## config.mk

```make
export PLATFORM = sky130hd
export DESIGN_NAME = am2910_seq_ctrl
export DESIGN_NICKNAME = d
export VERILOG_FILES = /design/src/rtl/am2910_seq_ctrl_pkg.sv /design/src/rtl/am2910_seq_ctrl_seq_stack.sv /design/src/rtl/am2910_seq_ctrl.sv
export SDC_FILE = /design/constraint.sdc
export NUM_CORES = 1
export LEC_CHECK = 0
export ABC_AREA = 1
export CAP_MARGIN = 10
export CORE_ASPECT_RATIO = 0.7
export CORE_MARGIN = 2
export CORE_UTILIZATION = 60
export DETAILED_ROUTE_END_ITERATION = 12
export PLACE_DENSITY = 0.84
export SYNTH_ARGS = -nofsm -noshare
export SYNTH_HDL_FRONTEND = slang
export SYNTH_SLANG_ARGS = --single-unit
```

## constraint.sdc

```tcl
create_clock -name CP -period 5.5 [get_ports CP]
set_clock_uncertainty 0.05 [all_clocks]
set_input_delay 0.825 -clock CP [delete_from_list [all_inputs] [get_ports CP]]
set_output_delay 0.825 -clock CP [all_outputs]
set_load 0.02 [all_outputs]
```

## src/rtl/am2910_seq_ctrl_pkg.sv

```systemverilog
// rtl/am2910_seq_ctrl_pkg.sv - shared opcodes, slice source encodings and condition helper
package am2910_seq_ctrl_pkg;

   typedef enum logic [2:0] {
      OP_JZ   = 3'd0,
      OP_CJS  = 3'd1,
      OP_JMAP = 3'd2,
      OP_CJP  = 3'd3,
      OP_PUSH = 3'd4,
      OP_CRTN = 3'd5,
      OP_RFCT = 3'd6,
      OP_CONT = 3'd7
   } op_e;

   localparam logic [1:0] SEL_UPC = 2'b00;
   localparam logic [1:0] SEL_D   = 2'b11;

   // A disabled condition always passes; an enabled one passes on CC_N low.
   function automatic logic cond_pass(input logic cc_n, input logic ccen_n);
      return ccen_n | ~cc_n;
   endfunction

endpackage

```

## src/rtl/am2910_seq_ctrl_seq_stack.sv

```systemverilog
// rtl/am2910_seq_ctrl_seq_stack.sv - DEPTH x W subroutine/loop LIFO with saturating push
module seq_stack #(
   parameter int W     = 12,
   parameter int DEPTH = 5,
   localparam int SPW  = $clog2(DEPTH + 1)
) (
   input  logic           clk,
   input  logic           rst_n,
   input  logic           push,
   input  logic           pop,
   input  logic           clr,
   input  logic [W-1:0]   din,
   output logic [W-1:0]   tos,
   output logic [SPW-1:0] sp,
   output logic           full
);

   localparam logic [SPW-1:0] SP_ONE  = SPW'(1);
   localparam logic [SPW-1:0] SP_LAST = SPW'(DEPTH - 1);
   localparam logic [SPW-1:0] SP_FULL = SPW'(DEPTH);

   logic [W-1:0]   r_mem [DEPTH];
   logic [SPW-1:0] r_sp;
   logic [SPW-1:0] w_wr_idx;
   logic           w_full;

   assign w_full   = (r_sp == SP_FULL);
   // A push onto a full stack replaces the top entry instead of growing.
   assign w_wr_idx = w_full ? SP_LAST : r_sp;

   always_ff @(posedge clk) begin
      if (!rst_n) begin
         r_sp <= '0;
         for (int k = 0; k < DEPTH; k++) r_mem[k] <= '0;
      end else if (clr) begin
         r_sp <= '0;
      end else if (push) begin
         r_mem[w_wr_idx] <= din;
         if (!w_full) r_sp <= r_sp + SP_ONE;
      end else if (pop && r_sp != '0) begin
         r_sp <= r_sp - SP_ONE;
      end
   end

   assign tos  = (r_sp == '0) ? '0 : r_mem[r_sp - SP_ONE];
   assign sp   = r_sp;
   assign full = w_full;

endmodule

```

## src/rtl/am2910_seq_ctrl.sv

```systemverilog
// rtl/am2910_seq_ctrl.sv - Am2910-style next-address controller driving Am2909 slices
module am2910_seq_ctrl
   import am2910_seq_ctrl_pkg::*;
#(
   parameter int W     = 12,
   parameter int DEPTH = 5
) (
   input  logic         CP,
   input  logic         RST_N,
   input  logic [2:0]   I,
   input  logic         CC_N,
   input  logic         CCEN_N,
   input  logic [W-1:0] BR,
   input  logic [W-1:0] MAP,
   input  logic [W-1:0] Y_IN,
   output logic [1:0]   S,
   output logic         ZERO,
   output logic         OE,
   output logic         RE,
   output logic         C,
   output logic [W-1:0] D_OUT,
   output logic         FULL_N
);

   localparam int SPW = $clog2(DEPTH + 1);
   localparam logic [W-1:0] W_ONE = W'(1);

   logic [W-1:0]   r_cnt;
   logic           w_pass;
   logic [1:0]     w_sel;
   logic           w_zero;
   logic [W-1:0]   w_dout;
   logic           w_push;
   logic           w_pop_req;
   logic           w_clr;
   logic           w_cnt_ld;
   logic           w_cnt_dec;
   logic [W-1:0]   w_tos;
   logic [SPW-1:0] w_sp;
   logic           w_full;

   assign w_pass = cond_pass(CC_N, CCEN_N);

   always_comb begin
      w_sel     = SEL_UPC;
      w_zero    = 1'b1;
      w_dout    = BR;
      w_push    = 1'b0;
      w_pop_req = 1'b0;
      w_clr     = 1'b0;
      w_cnt_ld  = 1'b0;
      w_cnt_dec = 1'b0;
      if (!RST_N) begin
         w_zero = 1'b0;
         w_dout = '0;
      end else begin
         case (op_e'(I))
            OP_JZ: begin
               w_zero = 1'b0;
               w_clr  = 1'b1;
            end
            OP_CJS: if (w_pass) begin
               w_sel  = SEL_D;
               w_push = 1'b1;
            end
            OP_JMAP: begin
               w_sel  = SEL_D;
               w_dout = MAP;
            end
            OP_CJP: if (w_pass) w_sel = SEL_D;
            OP_PUSH: begin
               w_push   = 1'b1;
               w_cnt_ld = w_pass;
            end
            OP_CRTN: if (w_pass) begin
               w_sel     = SEL_D;
               w_dout    = w_tos;
               w_pop_req = 1'b1;
            end
            // Loop back to TOS until the counter is exhausted, then drop the loop address.
            OP_RFCT: if (r_cnt != '0) begin
               w_sel     = SEL_D;
               w_dout    = w_tos;
               w_cnt_dec = 1'b1;
            end else begin
               w_pop_req = 1'b1;
            end
            default: ;
         endcase
      end
   end

   always_ff @(posedge CP) begin
      if (!RST_N)         r_cnt <= '0;
      else if (w_cnt_ld)  r_cnt <= BR;
      else if (w_cnt_dec) r_cnt <= r_cnt - W_ONE;
   end

   seq_stack #(.W(W), .DEPTH(DEPTH)) u_stack (
      .clk   (CP),
      .rst_n (RST_N),
      .push  (w_push),
      .pop   (w_pop_req && (w_sp != '0)),
      .clr   (w_clr),
      .din   (Y_IN + W_ONE),
      .tos   (w_tos),
      .sp    (w_sp),
      .full  (w_full)
   );

   assign S      = w_sel;
   assign ZERO   = w_zero;
   assign D_OUT  = w_dout;
   assign FULL_N = ~w_full;
   assign OE     = 1'b0;
   assign RE     = 1'b1;
   assign C      = 1'b1;

endmodule

```

# --- After elaboration in Yosys (flattened, before gate mapping) ---
# Memories as Yosys holds them, arrays and structs flattened.
# Cells that the tools add are included.
totals:
  n_memories: 1
  inputBits: 43
  register_bits: 15
  out_inout_bits: 19
  ramBits: 60
  wordCells: 69
op_classes:
  n_mux: 38
  addsub: 4
  n_eq_ne: 8
  bitwise_logic: 4
  n_reduce_logical: 12
memory_table:
  columns: ["memory", "depth", "word_bits", "rd", "rd_ports_with_merged_regs", "wr", "line_no", "rtl"]
  rows:
  - ["u_stack.r_mem", 5, 12, 1, 0, 5, "am2910_seq_ctrl_seq_stack.sv:22", "logic [W-1:0] r_mem [DEPTH];"]
op_table:
  columns: ["operator", "n"]
  rows:
  - ["2-to-1 mux 12 bit", 7]
  - ["one-hot mux 12 bit (3 select lines)", 1]
  - ["2-to-1 mux 1 bit", 19]
  - ["2-to-1 mux 3 bit", 5]
  - ["adder 12 x 1 -> 12 bit, second input constant", 1]
  - ["equality test 3 bit, second input constant", 4]
  - ["nonzero test 12 bit", 1]
  - ["OR reduction 12 bit", 1]
  - ["subtractor 12 x 1 -> 12 bit, second input constant", 1]
  - ["equality test 3 x 2 -> 1 bit, second input constant", 2]
  - ["zero test 3 bit", 2]
  - ["2-to-1 mux 2 bit", 3]
  - ["one-hot mux 2 bit (3 select lines)", 1]
  - ["one-hot mux 1 bit (2 select lines)", 2]
  - ["nonzero test 2 bit", 2]
  - ["adder 3 x 1 -> 3 bit, second input constant", 1]
  - ["equality test 3 x 1 -> 1 bit, second input constant", 1]
  - ["inverter 1 bit", 3]
  - ["nonzero test 3 bit", 1]
  - ["OR reduction 3 bit", 1]
  - ["subtractor 3 x 1 -> 3 bit, second input constant", 1]
  - ["logical AND 1 bit", 2]
  - ["inequality test 2 bit, second input constant", 1]
  - ["AND reduction 2 bit", 1]
  - ["other kinds (2)", 2]

# --- Longest topological paths before layout ---
# Gate-level depths: netlist of run 1.
logic_depth:
  depth_word: 11
  ltp_mapped: 14
  mapped_depth_nobuf: 11

# --- Hierarchy ---
# A second synthesis of run 1 with hierarchy kept.
hier_totals:
  cells_unflattened: 823
  area_unflattened_um2: 6359.8
by_module_without_submodules:
  columns: ["module", "n_inst", "area_per_inst_um2", "cells_each", "seq_area_each_um2"]
  rows:
  - ["seq_stack", 1, 4713.3, 518, 2942.8]
  - ["am2910_seq_ctrl", 1, 1646.6, 305, 240.2]

# --- Worst setup path after synthesis of run 1 ---
# Ideal clock, no wire load.
synth_timing:
  kind: "flip-flop to output port"
  startpoint: "reg u_stack.r_sp[0], in the netlist u_stack.sp[0]"
  endpoint: "out D_OUT[1]"
  path_slack_ns: 2.411
  required_time_ns: 4.625
  stages_incl_launch_ff: 13
  arrival_time_ns: 2.214
  path_buffers: 4
  cell_sequence: "dfxtp_1 > buf_2 > inv_2 > buf_2 > ha_1 > buf_2 > clkbuf_1 > o21ai_0 > o21ai_0 > nand2_1 > nand2_1 > nand3_1 > a21oi_1"
synth_via:
  elab_chain_len: 6
  elab_cells_between_ends: 8
  classes_between: "add/sub: 1; mux: 5; reduce/logical: 1; memory: 1"
synth_lines:
  columns: ["element", "line_no", "rtl"]
  rows:
  - ["from (decl)", "am2910_seq_ctrl_seq_stack.sv:23", "logic [SPW-1:0] r_sp;"]
  - ["from (signal assigned)", "am2910_seq_ctrl_seq_stack.sv:39", "if (!w_full) r_sp <= r_sp + SP_ONE;"]
  - ["from (signal assigned)", "am2910_seq_ctrl_seq_stack.sv:41", "r_sp <= r_sp - SP_ONE;"]
  - ["subtractor 3 x 1 -> 3 bit", "am2910_seq_ctrl_seq_stack.sv:45", "assign tos = (r_sp == '0) ? '0 : r_mem[r_sp - SP_ONE];"]
  - ["memory read (5 x 12 bit)", null, null]
  - ["2-to-1 mux 12 bit (*)", "am2910_seq_ctrl_seq_stack.sv:45", null]
  - ["2-to-1 mux 12 bit (on tied branches)", "am2910_seq_ctrl.sv:81, am2910_seq_ctrl.sv:75", null]
  - ["one-hot mux 12 bit (3 select lines) (*)", "am2910_seq_ctrl.sv:57", "case (op_e'(I))"]
  - ["2-to-1 mux 12 bit (*)", "am2910_seq_ctrl.sv:53", "if (!RST_N) begin"]
  - ["to (decl)", "am2910_seq_ctrl.sv:21", "output logic [W-1:0] D_OUT,"]
# Mark *: on every way between the ends. The rest lies on a longest branch, timed or not.

# --- Worst setup path after layout of run 1 ---
layout_timing:
  startpoint: "reg u_stack.r_sp[1], in the netlist u_stack.sp[1]"
  endpoint: "out D_OUT[0]"
# The elaborated chain is that of the path after synthesis.

==> results of run 1 <==
==> critical path: cells and delay by family, from the launching register on <==
family / cells / cell delay, ps
flip-flops: 1 / 440
adder cells (fa/ha/maj): 1 / 300
buffers and inverters: 4 / 1500
AND/OR/NAND/NOR: 5 / 540
AO/OA/AOI/OAI: 2 / 330
==> power by group through the flow <==
stage / sequential [uW] / combinational, uW / clock, uW
6_report: 954 / 358 / 613
5_1_grt: 956 / 397 / 651
4_1_cts: 953 / 350 / 617
3_5_place_dp: 972 / 348 / 0
3_3_place_gp: 970 / 339 / 0
2_1_floorplan: 967 / 231 / 0
==> synthesized netlist by cell type (all sizes together), types with 2 or more instances <==
| library cell | count | area, um^2 |
|---|---|---|
| dfxtp | 15 | 300 |
| ha | 7 | 87.6 |
| o21bai | 2 | 15.0 |
| buf | 29 | 159 |
| nand2 | 171 | 647 |
| nor3 | 10 | 55.1 |
| xor2 | 16 | 140 |
| nand4 | 3 | 18.8 |
| nand3 | 38 | 195 |
| o21a | 2 | 15.0 |
| clkbuf | 9 | 33.8 |
| edfxtp | 96 | 2880 |
| conb | 2 | 7.51 |
| inv | 63 | 236 |
| nor2 | 173 | 652 |
| a21oi | 36 | 191 |
| xnor2 | 2 | 17.5 |
| o21ai | 54 | 270 |
==> routing by layer <==
| layer | share of wire | vias up | routed length (um) |
|---|---|---|---|
| li1 | - | 2428 | - |
| met1 | 0.40 | 2408 | 6030 |
| met2 | 0.47 | 315 | 7030 |
| met3 | 0.10 | 35 | 1550 |
| met4 | 0.022 | 0 | 335 |
| met5 | 0 | - | 0 |
==> worst max-delay path by stage <==
stage,from,to
5_1_grt,u_stack.sp[1],D_OUT[6]
4_1_cts,u_stack.sp[1],D_OUT[5]
3_3_place_gp,I[1],D_OUT[0]
3_5_place_dp,I[1],D_OUT[0]
2_1_floorplan,u_stack.sp[0],D_OUT[1]
6_report,u_stack.sp[1],D_OUT[0]
==> cell families after synthesis <==
group	Yosys count
other cells	2
buf+inv	102
flops	111
xor+xnor	18
compound gates	95
fa+ha+maj	7
simple gates	396
==> layout make-up <==
type	instances	area, um^2	area share
clock buffer	10	229	0.0336
clock inverter	6	43.8	0.00643
inverter	64	240	0.0353
multi-input combinational	519	2330	0.342
sequential	111	3180	0.467
tap	128	160	0.0235
timing repair buffer	64	626	0.0919
==> through the flow <==
step,hold WS (ps),total power (uW)
5_1_grt,460,2000
6_report,447,1920
3_5_place_dp,433,1320
2_1_floorplan,403,1200
3_3_place_gp,421,1310
4_1_cts,445,1920
==> state kept, by name, summed over array words and instances, names as in the netlist <==
register and count:
r_cnt 12, u_stack.r_mem 96, u_stack.sp 3
==> impl_metrics.csv, run 1 <==
group,metric,value,unit
run_status,outcome,"complete, no violations",
critical_path,rr_startpoint,"u_stack.sp[0]",
grt,use_met1,0.385,
yosys,synth-edff-count,96,
critical_path,regToRegSetupSlack,2500,ps
grt,gr-total-overflow,0,
cells_and_area,final_cells,902,
power,p_leak,0.00289,uW
routing,drc,0,
cts,hold_buffers,0,
yosys,synth_fa_ha_area_frac,0.0147,
timing,worst_pin_slew,1110,ps
timing,hold_violations,0,
yosys,synthesis.area,5940,um^2
flow_run,max-cap-violations,0,
placed_design,dp_cells,886,
cells_and_area,fill_cells,731,
grt,use_met2,0.486,
cts,clock_latency,350,ps
die,dieArea,10700,um^2
hold_path,min_to,"r_cnt[1]",
power,power_density,283,nW/um^2
cells_and_area,drive_gt1_frac,0.0388,
cts,cts_buffers,9,
yosys,syn_area_per_cell,8.13,um^2
critical_path,cp.arrival,3490,ps
hold_path,hold_depth,2,
power,seq_power_share,0.495,
power,swShare,0.287,
critical_path,endpoint_kind,"primary output",
die,rows,30,
cells_and_area,finalCoreUtilization,0.706,
placed_design,gp_congestion,0.961,
critical_path,critPathLaunchType,"flop",
timing,min_period_over_period,0.794,
yosys,synth_compound_area_frac,0.0838,
routing,wl_per_cell,16.6,um
placed_design,dp_slack,1430,ps
yosys,synth_top_family_by_area,"simple AND/OR/NAND/NOR gates",
placed_design,place_hpwl,10400,um
yosys,ys_seq_area_frac,0.536,
power,p_int,1370,uW
power,p_sw,552,uW
critical_path,cp_max_fo,26,
critical_path,cp_common_cell,"nand2_1",
cts,cts.sinks,111,
cells_and_area,layout_common_cells,"172 x nor2_1, 169 x nand2_1, 96 x edfxtp_1, 59 x inv_1, 58 x clkdlybuf4s50_1",
routing,firstDrtPassIters,5,
cts,cts_buffer_depth,2,
timing,fin_crit,4370,ps
timing,max_freq,229,MHz
cts,cts_setup_buffers,0,
die,die_width,123,um
critical_path,rr_worst_depth,6,
yosys,synthArstFlopShare,0,
die,initial_core_util,0.616,
grt,top_usage_layer,"met2",
critical_path,path_cells,"inv_1 -> ha_1 -> buf_4 -> inv_1 -> nor2_1 -> o21ai_0 -> nand2_1 -> nand2_1 -> nand2_1 -> nand3_1 -> a21oi_1 -> clkdlybuf4s50_1",
die,core_area,9650,um^2
timing,fin_setup_tns,0,ps
cells_and_area,design_area,6810,um^2
cells_and_area,layout_commonest_cell,"nor2_1",
cells_and_area,area_delta_synth_final,14.6,%
critical_path,cp.required,4620,ps
grt,antenna_found_initial,0,
routing,vias,5186,
placed_design,placed_cell_area,6540,um^2
grt,grt_pass1_wl,23800,um
grt,globalRouteMet3Util,0.0733,
routing,drtIter0Drc,636,
timing,slew_viol_final,0,
grt,track_usage,0.297,
power,clockPowerShare,0.319,
critical_path,r2r_end,"u_stack.r_mem[4][6]",
yosys,synth-xor-area-share,0.0265,
yosys,synth-simple-area-share,0.265,
cts,clkTransAtPathRegs,80,ps
yosys,ys_seq_elements,111,
routing,viasPerCell,5.75,
placed_design,port-buffer-count,58,
die,io-pin-count,62,
timing,slew_headroom,0.260,
cells_and_area,antennaDiodeCount,0,
yosys,yosysWarnings,0,
power,vdd_drop_max,0.230,mV
cts,cts-root-buf,"clkbuf_16",
timing,layout_setup_ws,1130,ps
power,combPwrFrac,0.186,
routing,wirelength,14900,um
hold_path,min_from,"r_cnt[1]",
hold_path,hold_path.class,"reg -> reg",
cts,cts_resized,0,
grt,grt_max_degree,56,
timing,finalSetupViolCount,0,
grt,grt_pass1_vias,4995,
critical_path,max_stage_delay,640,ps
critical_path,slowest_stage,"clkdlybuf4s50_1",
cells_and_area,nNetsFinal,819,
critical_path,worstSetupPathType,"reg -> out",
yosys,synthCells,731,
cts,cts_tree,"yes",
timing,rsz0062_at_grt,"no",
die,die_h,87.3,um
routing,ant_nets,0,
yosys,ys_types,30,
yosys,synth_flop_cell,"edfxtp_1",
cts,htree_levels,3,
yosys,synthMuxAreaShare,0,
No activity file was read; power rests on OpenSTA's default activity.
==> run 2, diff against run 1 <==
Settings changed: CORE_UTILIZATION 60 to 57, PLACE_DENSITY 0.84 to 0.8.
Clock period 5.5 ns to 4.3 ns, I/O delays scaled along.
==> run 2 against run 1 <==
Against the previous run:
- non-clock buffer count up 7
- combinational power grew 30%
- critical endpoint is now D_OUT[4]
- count of clock-buffer cells in the layout is 1 lower
- utilization decreased by 2.9 points
- highest routed layer unchanged
==> impl_metrics.csv, run 2 (synthesis results as in run 1) <==
group,metric,value,unit
run_status,outcome,"complete, no violations",
cts,clock_latency,360,ps
timing,finalSetupViolCount,0,
routing,wirelength,15400,um
routing,ant_nets,0,
routing,viasPerCell,5.64,
cells_and_area,antennaDiodeCount,0,
placed_design,gp_congestion,0.894,
power,p_leak,0.00295,uW
grt,gr-total-overflow,0,
grt,grt_pass1_wl,23700,um
cells_and_area,layout_common_cells,"172 x nor2_1, 169 x nand2_1, 96 x edfxtp_1, 59 x inv_1, 58 x clkdlybuf4s50_1",
grt,grt_pass1_vias,4648,
cts,cts_resized,0,
routing,drtIter0Drc,591,
timing,slew_headroom,0.450,
die,core_area,10200,um^2
die,dieArea,11300,um^2
power,power_density,379,nW/um^2
cts,htree_levels,3,
routing,wl_per_cell,16.8,um
timing,max_freq,259,MHz
critical_path,cp_max_fo,13,
routing,vias,5148,
grt,grt_max_degree,56,
cells_and_area,layout_commonest_cell,"nor2_1",
critical_path,endpoint_kind,"primary output",
critical_path,critPathLaunchType,"flop",
cells_and_area,fill_cells,819,
cts,hold_buffers,0,
die,initial_core_util,0.580,
routing,drc,0,
power,vdd_drop_max,0.246,mV
hold_path,hold_path.class,"reg -> reg",
cts,cts_tree,"yes",
timing,fin_setup_tns,0,ps
grt,antenna_found_initial,0,
flow_run,max-cap-violations,0,
timing,rsz0062_at_grt,"no",
cells_and_area,largest_register,"u_stack.r_mem",
timing,slew_viol_final,0,
placed_design,port-buffer-count,58,
cells_and_area,nNetsFinal,826,
cts,cts_buffer_depth,2,
timing,worst_pin_slew,822,ps
cells_and_area,area_delta_synth_final,16.7,%
routing,firstDrtPassIters,7,
cells_and_area,design_area,6940,um^2
cells_and_area,largest_reg_flops,96,
cells_and_area,drive_gt1_frac,0.0512,
critical_path,cp.arrival,3170,ps
die,rows,31,
placed_design,place_hpwl,10800,um
critical_path,worstSetupPathType,"reg -> out",
cts,cts-root-buf,"clkbuf_16",
die,die_width,126,um
cts,cts.sinks,111,
die,io-pin-count,62,
cts,cts_buffers,9,
placed_design,placed_cell_area,6600,um^2
timing,fin_crit,3860,ps
critical_path,regToRegSetupSlack,1450,ps
cts,clkTransAtPathRegs,70,ps
critical_path,cp.required,3610,ps
grt,track_usage,0.276,
timing,hold_violations,0,
cts,cts_setup_buffers,0,
die,die_h,89.4,um
timing,min_period_over_period,0.898,
[run 2: report_power, final]
part	internal, uW	total, uW	switching, uW
sequential	1200	1220	17.1
combinational	157	467	310
clock	525	941	416
[run 2: cell type report]
class | count | area, um^2 | area share
well taps | 132 | 165 | 0.0238
repair buffers | 71 | 678 | 0.0978
multi-input cells | 519 | 2330 | 0.336
clock inverters | 7 | 115 | 0.0166
flip-flops and latches | 111 | 3180 | 0.459
inverters | 64 | 240 | 0.0346
clock buffers | 9 | 225 | 0.0325
[run 2: path summary, 6_finish.rpt]
path	from	endpoint	cells past startpoint
setup / recovery	u_stack.sp[1]	D_OUT[4]	12
hold / removal	r_cnt[1]	r_cnt[1]	2
setup reg to reg	u_stack.sp[0]	u_stack.r_mem[4][6]	6
hold reg to reg	r_cnt[1]	r_cnt[1]	2
[run 2: per-stage QoR]
step	hold slack, ps	total power (uW)	worst slack [ps]	utilization	std cells
after detailed placement	429	1700	701	0.644	897
after CTS	440	2620	472	0.677	913
after global placement	421	1690	775	0.644	897
after floorplan	403	1530	1390	-	732
after global routing	472	2720	160	0.677	913
final	440	2630	439	0.677	913
[run 2: routing by layer]
layer	share of wire	wire length, um	track usage
met2	0.45	6910	0.431
met1	0.42	6440	0.383
met4	0.015	229	0.0919
met3	0.12	1810	0.0748
met5	0	0	0
[run 2: critical path, cell delays in order (launching register included)]
cell and delay (ps):
dfxtp_1 460, inv_1 150, ha_1 320, inv_1 220
buf_4 290, nor2_1 140, o21ai_0 120, nand2_1 80
nand2_1 40, nand2_1 100, nand3_1 90, a21oi_1 170
clkdlybuf4s50_1 640
==> run 3, diff against run 2 <==
Settings changed: GPL_ROUTABILITY_DRIVEN from default to 0.
==> run 3 against run 2 <==
Against the previous run:
- register-to-register slack improved by 50 ps
- first-iteration DRC count grew 15%
- non-clock buffer count unchanged
- maximum frequency fell by 1.2%
- final area hardly changed
- sequential power hardly changed
- highest routed layer unchanged
==> impl_metrics.csv, run 3 (synthesis results as in run 1) <==
group,metric,value,unit
run_status,outcome,"complete, no violations",
cts,cts_tree,"yes",
cells_and_area,fill_cells,833,
timing,min_period_over_period,0.909,
routing,viasPerCell,5.62,
placed_design,port-buffer-count,58,
die,die_h,89.4,um
timing,rsz0062_at_grt,"no",
cells_and_area,antennaDiodeCount,0,
power,p_leak,0.00295,uW
critical_path,max_stage_delay,630,ps
cells_and_area,design_area,6930,um^2
timing,fin_setup_tns,0,ps
power,clockPowerShare,0.353,
cts,htree_levels,3,
routing,wirelength,15100,um
timing,hold_slack,429,ps
cells_and_area,area_delta_synth_final,16.7,%
cts,clock_latency,350,ps
cts,cts-root-buf,"clkbuf_16",
placed_design,place_hpwl,10500,um
cells_and_area,layout_common_cells,"172 x nor2_1, 169 x nand2_1, 96 x edfxtp_1, 59 x inv_1, 58 x clkdlybuf4s50_1",
critical_path,worstSetupPathType,"reg -> out",
routing,wl_per_cell,16.5,um
routing,firstDrtPassIters,5,
power,p_sw,724,uW
routing,drc,0,
timing,fin_crit,3910,ps
die,rows,31,
cells_and_area,layout_commonest_cell,"nor2_1",
cts,clkTransAtPathRegs,70,ps
critical_path,path_buf_inv,5,
grt,grt_pass1_wl,23900,um
grt,grt_pass1_vias,4824,
critical_path,cp_max_fo,53,
timing,max_freq,256,MHz
routing,vias,5130,
critical_path,cp.arrival,3210,ps
cts,cts_resized,0,
timing,slew_headroom,0.476,
cts,hold_buffers,0,
power,combPwrFrac,0.179,
critical_path,slowest_stage,"clkdlybuf4s50_1",
power,vdd_drop_max,0.264,mV
power,seq_power_share,0.468,
timing,finalSetupViolCount,0,
power,p_int,1880,uW
grt,gr-total-overflow,0,
cells_and_area,drive_gt1_frac,0.0512,
cells_and_area,largest_register,"u_stack.r_mem",
cts,cts_buffers,9,
die,initial_core_util,0.580,
cells_and_area,largest_reg_flops,96,
critical_path,path_cells,"inv_2 -> buf_4 -> ha_1 -> xnor2_1 -> buf_4 -> inv_1 -> nand2_1 -> nand2_1 -> nand3_1 -> a21oi_1 -> clkdlybuf4s50_1",
power,swShare,0.278,
hold_path,hold_path.class,"reg -> reg",
power,power_density,376,nW/um^2
die,core_area,10200,um^2
critical_path,cp.required,3610,ps
flow_run,max-cap-violations,0,
cts,cts_buffer_depth,2,
cells_and_area,nNetsFinal,826,
timing,hold_violations,0,
critical_path,endpoint_kind,"primary output",
grt,track_usage,0.277,
die,die_width,126,um
critical_path,critPathLaunchType,"flop",
grt,grt_max_degree,56,
placed_design,placed_cell_area,6600,um^2
grt,antenna_found_initial,0,
critical_path,cpLargestDelayFamily,"buffers and inverters",
routing,drtIter0Drc,682,
die,dieArea,11300,um^2
cts,cts.sinks,111,
cts,cts_setup_buffers,0,
timing,worst_pin_slew,786,ps
routing,ant_nets,0,
timing,slew_viol_final,0,
die,io-pin-count,62,
-- run 3: cell count changes in the layout (fill, tap and decap cells not counted), sizes merged --
cell,previous run,this run
clkinv,3,2
inv,65,66
-- run 3: final cells by class --
type	count	area [um^2]	share of cell area
Timing Repair Buffer	71	678	0.0979
Multi-Input combinational cell	519	2330	0.336
Sequential cell	111	3180	0.459
Clock inverter	7	110	0.0159
Tap cell	132	165	0.0238
Inverter	64	240	0.0347
Clock buffer	9	225	0.0325
-- run 3: path summary, 6_finish.rpt --
| kind | cells past startpoint | end | slack (ps) | from |
|---|---|---|---|---|
| setup / recovery | 11 | D_OUT[4] | 390 | u_stack.sp[0] |
| hold reg to reg | 2 | r_cnt[1] | 430 | r_cnt[1] |
| hold / removal | 2 | r_cnt[1] | 430 | r_cnt[1] |
| setup reg to reg | 6 | u_stack.r_mem[4][8] | 1500 | u_stack.sp[0] |
-- run 3: metrics by stage --
step	std cells	total power, uW	setup WS (ps)	utilization
after floorplan	732	1530	1390	-
after global placement	897	1680	744	0.644
after CTS	913	2600	421	0.677
final	913	2600	391	0.677
after global routing	913	2700	161	0.677
after detailed placement	897	1690	688	0.644
-- run 3: power groups by stage --
stage	Sequential [uW]	Clock [uW]	Combinational (uW)
2_1_floorplan	1240	0	296
3_3_place_gp	1240	0	443
3_5_place_dp	1240	0	451
4_1_cts	1220	923	455
5_1_grt	1220	966	515
6_report	1220	919	467
-- run 3: layer usage --
layer | vias to the layer above | part of all wire | track usage
met4 | 0 | 0.018 | 0.0849
met5 | - | 0 | 0
li1 | 2448 | - | -
met1 | 2351 | 0.42 | 0.377
met2 | 302 | 0.44 | 0.443
met3 | 29 | 0.12 | 0.0754
-- run 3: worst register-to-register path: cells and delay by family (launching register included) --
family,cells,cell delay (ps)
simple gates,2,1030
compound gates,1,190
fa+ha+maj,1,280
buf+inv,2,550
flops,1,350
==> variant (settings of run 3) <==
`W` is set to 12 in 2 places; all go to 24.
--- a/src/rtl/am2910_seq_ctrl_seq_stack.sv
+++ b/src/rtl/am2910_seq_ctrl_seq_stack.sv
@@ -1,6 +1,6 @@
 // rtl/am2910_seq_ctrl_seq_stack.sv - DEPTH x W subroutine/loop LIFO with saturating push
 module seq_stack #(
-   parameter int W     = 12,
+   parameter int W     = 24,
    parameter int DEPTH = 5,
    localparam int SPW  = $clog2(DEPTH + 1)
 ) (
--- a/src/rtl/am2910_seq_ctrl.sv
+++ b/src/rtl/am2910_seq_ctrl.sv
@@ -2,7 +2,7 @@
 module am2910_seq_ctrl
    import am2910_seq_ctrl_pkg::*;
 #(
-   parameter int W     = 12,
+   parameter int W     = 24,
    parameter int DEPTH = 5
 ) (
    input  logic         CP,
Ports: changed (resized BR, D_OUT, MAP and Y_IN); port bits go from 62 to 110. The function was not compared with the original's and may differ.
==> variant against run 3 <==
- register-to-register slack improved by 0.19 ns
- sequential cell count is 108 higher
- cell count up 84%
- synthesized area grew 94%
- wire length up 120%
- synthesized cell count up 80%
- cell area is 96% higher
- non-clock buffer count increased by 61
- setup slack lost 0.21 ns
- power grew 100%
- critical path depth fell by 3
==> variant: results (changes against run 3) <==
* CTS buffer count at 23 (+14)
* Slew margin rel. at 47.0% (-0.53 points)
* CTS Buffer Depth at 3 (+1)
* Pre-CTS WS at 0.546 ns (-0.141 ns)
* Nets@finish at 1,483 (+80%)
* Initial Utilization at 58.2% (+0.21 points)
* Most used flip-flop cell after synthesis: edfxtp_1
* Met2 usage at 47.3% (+3.0 points)
* Met1 Use GR at 43.5% (+5.8 points)
* Min-Delay Endpoint: r_cnt[1]$_SDFFE_PN0P_
* Worst VDD drop at 378 uV (+43%)
* Largest Register: u_stack.r_mem
* First-pass GRT wire length at 49,600 um (+110%)
* Worst Hold Launch: r_cnt[1]$_SDFFE_PN0P_
* Initial antenna violation count at 0 (unchanged)
* CP Data Arrival Time at 3.43 ns (+0.22 ns)
* Flop2flop setup slack at 1.69 ns (+0.19 ns)
* Hold WC Path Type: register to register
* Sequential-to-total area share from yosys stat at 54.7% (+1.1 points)
* Final worst path period need at 4.12 ns (+0.214 ns)
* FF-to-FF Start: u_stack.sp[0]$_SDFFE_PP0P_
* LEAKAGE at 0.00525 uW (+78%)
* Largest fanout on the critical path at 15 (-72%)
* Vias in the first global route at 9,060 (+88%)
* Largest cells by area after synthesis: edfxtp_1 50%, nor2_1 10%, nand2_1 6.6%, o21ai_0 5.7%, dfxtp_1 4.7%
* Post-cts resize count at 0 (unchanged)
* Synth top cells by count: 308 x nor2_1, 203 x nand2_1, 192 x edfxtp_1
* Hold path depth at 2 (unchanged)
* Skew-Pair Late Insertion Delay at 0.50 ns (+0.15 ns)
* Yosys warnings at 0 (unchanged)
* Starting DRC count in detailed routing at 1,368 (+100%)
* Setup bufs post-CTS at 0 (unchanged)
* Worst r2r dst: u_stack.r_mem[3][18]$_SDFFCE_PN0P_
* Antenna diodes at 0 (unchanged)
* Largest net degree at the start of global routing at 103 (+84%)
* Synth cell types at 50 (+67%)
* Reg2reg path depth at 7 (+1)
* H-tree depth at 1 (-2)
* EDFF count, synth at 192 (+100%)
* DR pass1 iterations at 5 (unchanged)
* GR Layer Usage met3 at 4.70% (-2.8 points)
* Fraction of registers with async set or reset after synthesis at 0% (unchanged)
* Largest register FFs at 192 (+100%)
* Clock root cell: clkbuf_16
* Clock transition at the registers of the reported paths at 0.06 ns
* Vias per inst at 5.93 (+5.6%)
* GRT Overall Usage at 30.1% (+2.4 points)
* Status: finished, final reports clean
* Total wire length at 32,500 um (+120%)
* Post-DP HPWL at 21,700 um (+110%)
* Share of cells above drive strength 1 at 8.00% (+2.9 points)
* PortBufs at 106 (+83%)
## variant: cell types whose count changed after synthesis, sizes merged, moves of 12 or more
| cell | before | now |
|---|---|---|
| o2111ai | 0 | 20 |
| nand2 | 171 | 212 |
| edfxtp | 96 | 192 |
| nor2 | 173 | 324 |
| o211ai | 0 | 25 |
| clkbuf | 9 | 33 |
| inv | 63 | 88 |
| buf | 29 | 43 |
| o21ai | 54 | 155 |
| dfxtp | 15 | 27 |
| a21boi | 0 | 22 |
## variant: logic make-up (layout without fill, tap and decap cells)
| logic type | Yosys count | count (layout) | share of synthesized area (%) |
|---|---|---|---|
| other | 2 | 3 | 0.0651 |
| adders and majority gates | 7 | 7 | 0.760 |
| xor gates and xnor gates | 21 | 21 | 1.73 |
| AOI/OAI and AO/OA | 275 | 275 | 13.8 |
| DFF | 219 | 219 | 54.7 |
| buffers and inverters | 167 | 264 | 6.12 |
| and+or+nand+nor | 623 | 623 | 22.7 |
| muxes | 1 | 1 | 0.0868 |
## variant: worst max-delay path: stages (launching register included)
cell and delay (ns):
dfxtp_1 0.43, inv_1 0.13, ha_1 0.27, xnor2_4 0.39, clkinv_1 0.50, o211ai_1 0.28, o2111ai_1 0.14, o21ai_0 0.14
clkdlybuf4s50_1 0.64
## variant: stage by stage
step	total power [uW]	hold WS (ns)	instance area, um2	instances
after floorplan	3050	0.415	11500	1316
after global placement	3380	0.435	12800	1642
after detailed placement	3400	0.450	12800	1642
after CTS	5280	0.468	13600	1683
after global routing	5470	0.493	13600	1683
final	5300	0.465	13600	1683
## variant: power breakdown
part | internal [uW] | switching [uW] | total, uW | leakage, uW
Clock | 1120 | 787 | 1900 | 0.000348
Combinational | 332 | 649 | 981 | 0.00279
Sequential | 2380 | 34.8 | 2410 | 0.00211
Total | 3830 | 1470 | 5300 | 0.00525
## variant: area by class of cell
class / instances / area (um2)
Clock inverter: 7 / 66.3
Timing Repair Buffer: 132 / 1320
Multi-Input combinational cell: 930 / 4540
Inverter: 91 / 342
Tap cell: 270 / 338
Fill cell: 1537 / 6230
Clock buffer: 34 / 657
Sequential cell: 219 / 6310
## variant: per-layer routing
metal | up-vias | wire length (um)
met5 | - | 0
met4 | 0 | 842
met3 | 66 | 3690
met2 | 602 | 14800
met1 | 4694 | 13200
li1 | 4620 | -
## variant: how the worst max path moves through the flow
stage / start / end / cells past startpoint
CTS: u_stack.sp[1]$_SDFFE_PP0P_ / D_OUT[0] / 8
detailed placement: RST_N / D_OUT[10] / 7
global placement: RST_N / D_OUT[10] / 7
global route: u_stack.sp[1]$_SDFFE_PP0P_ / D_OUT[0] / 8
finish: u_stack.sp[1]$_SDFFE_PP0P_ / D_OUT[0] / 8
floorplan: I[0] / u_stack.r_mem[7][0]$_DFFE_PP_ / 6
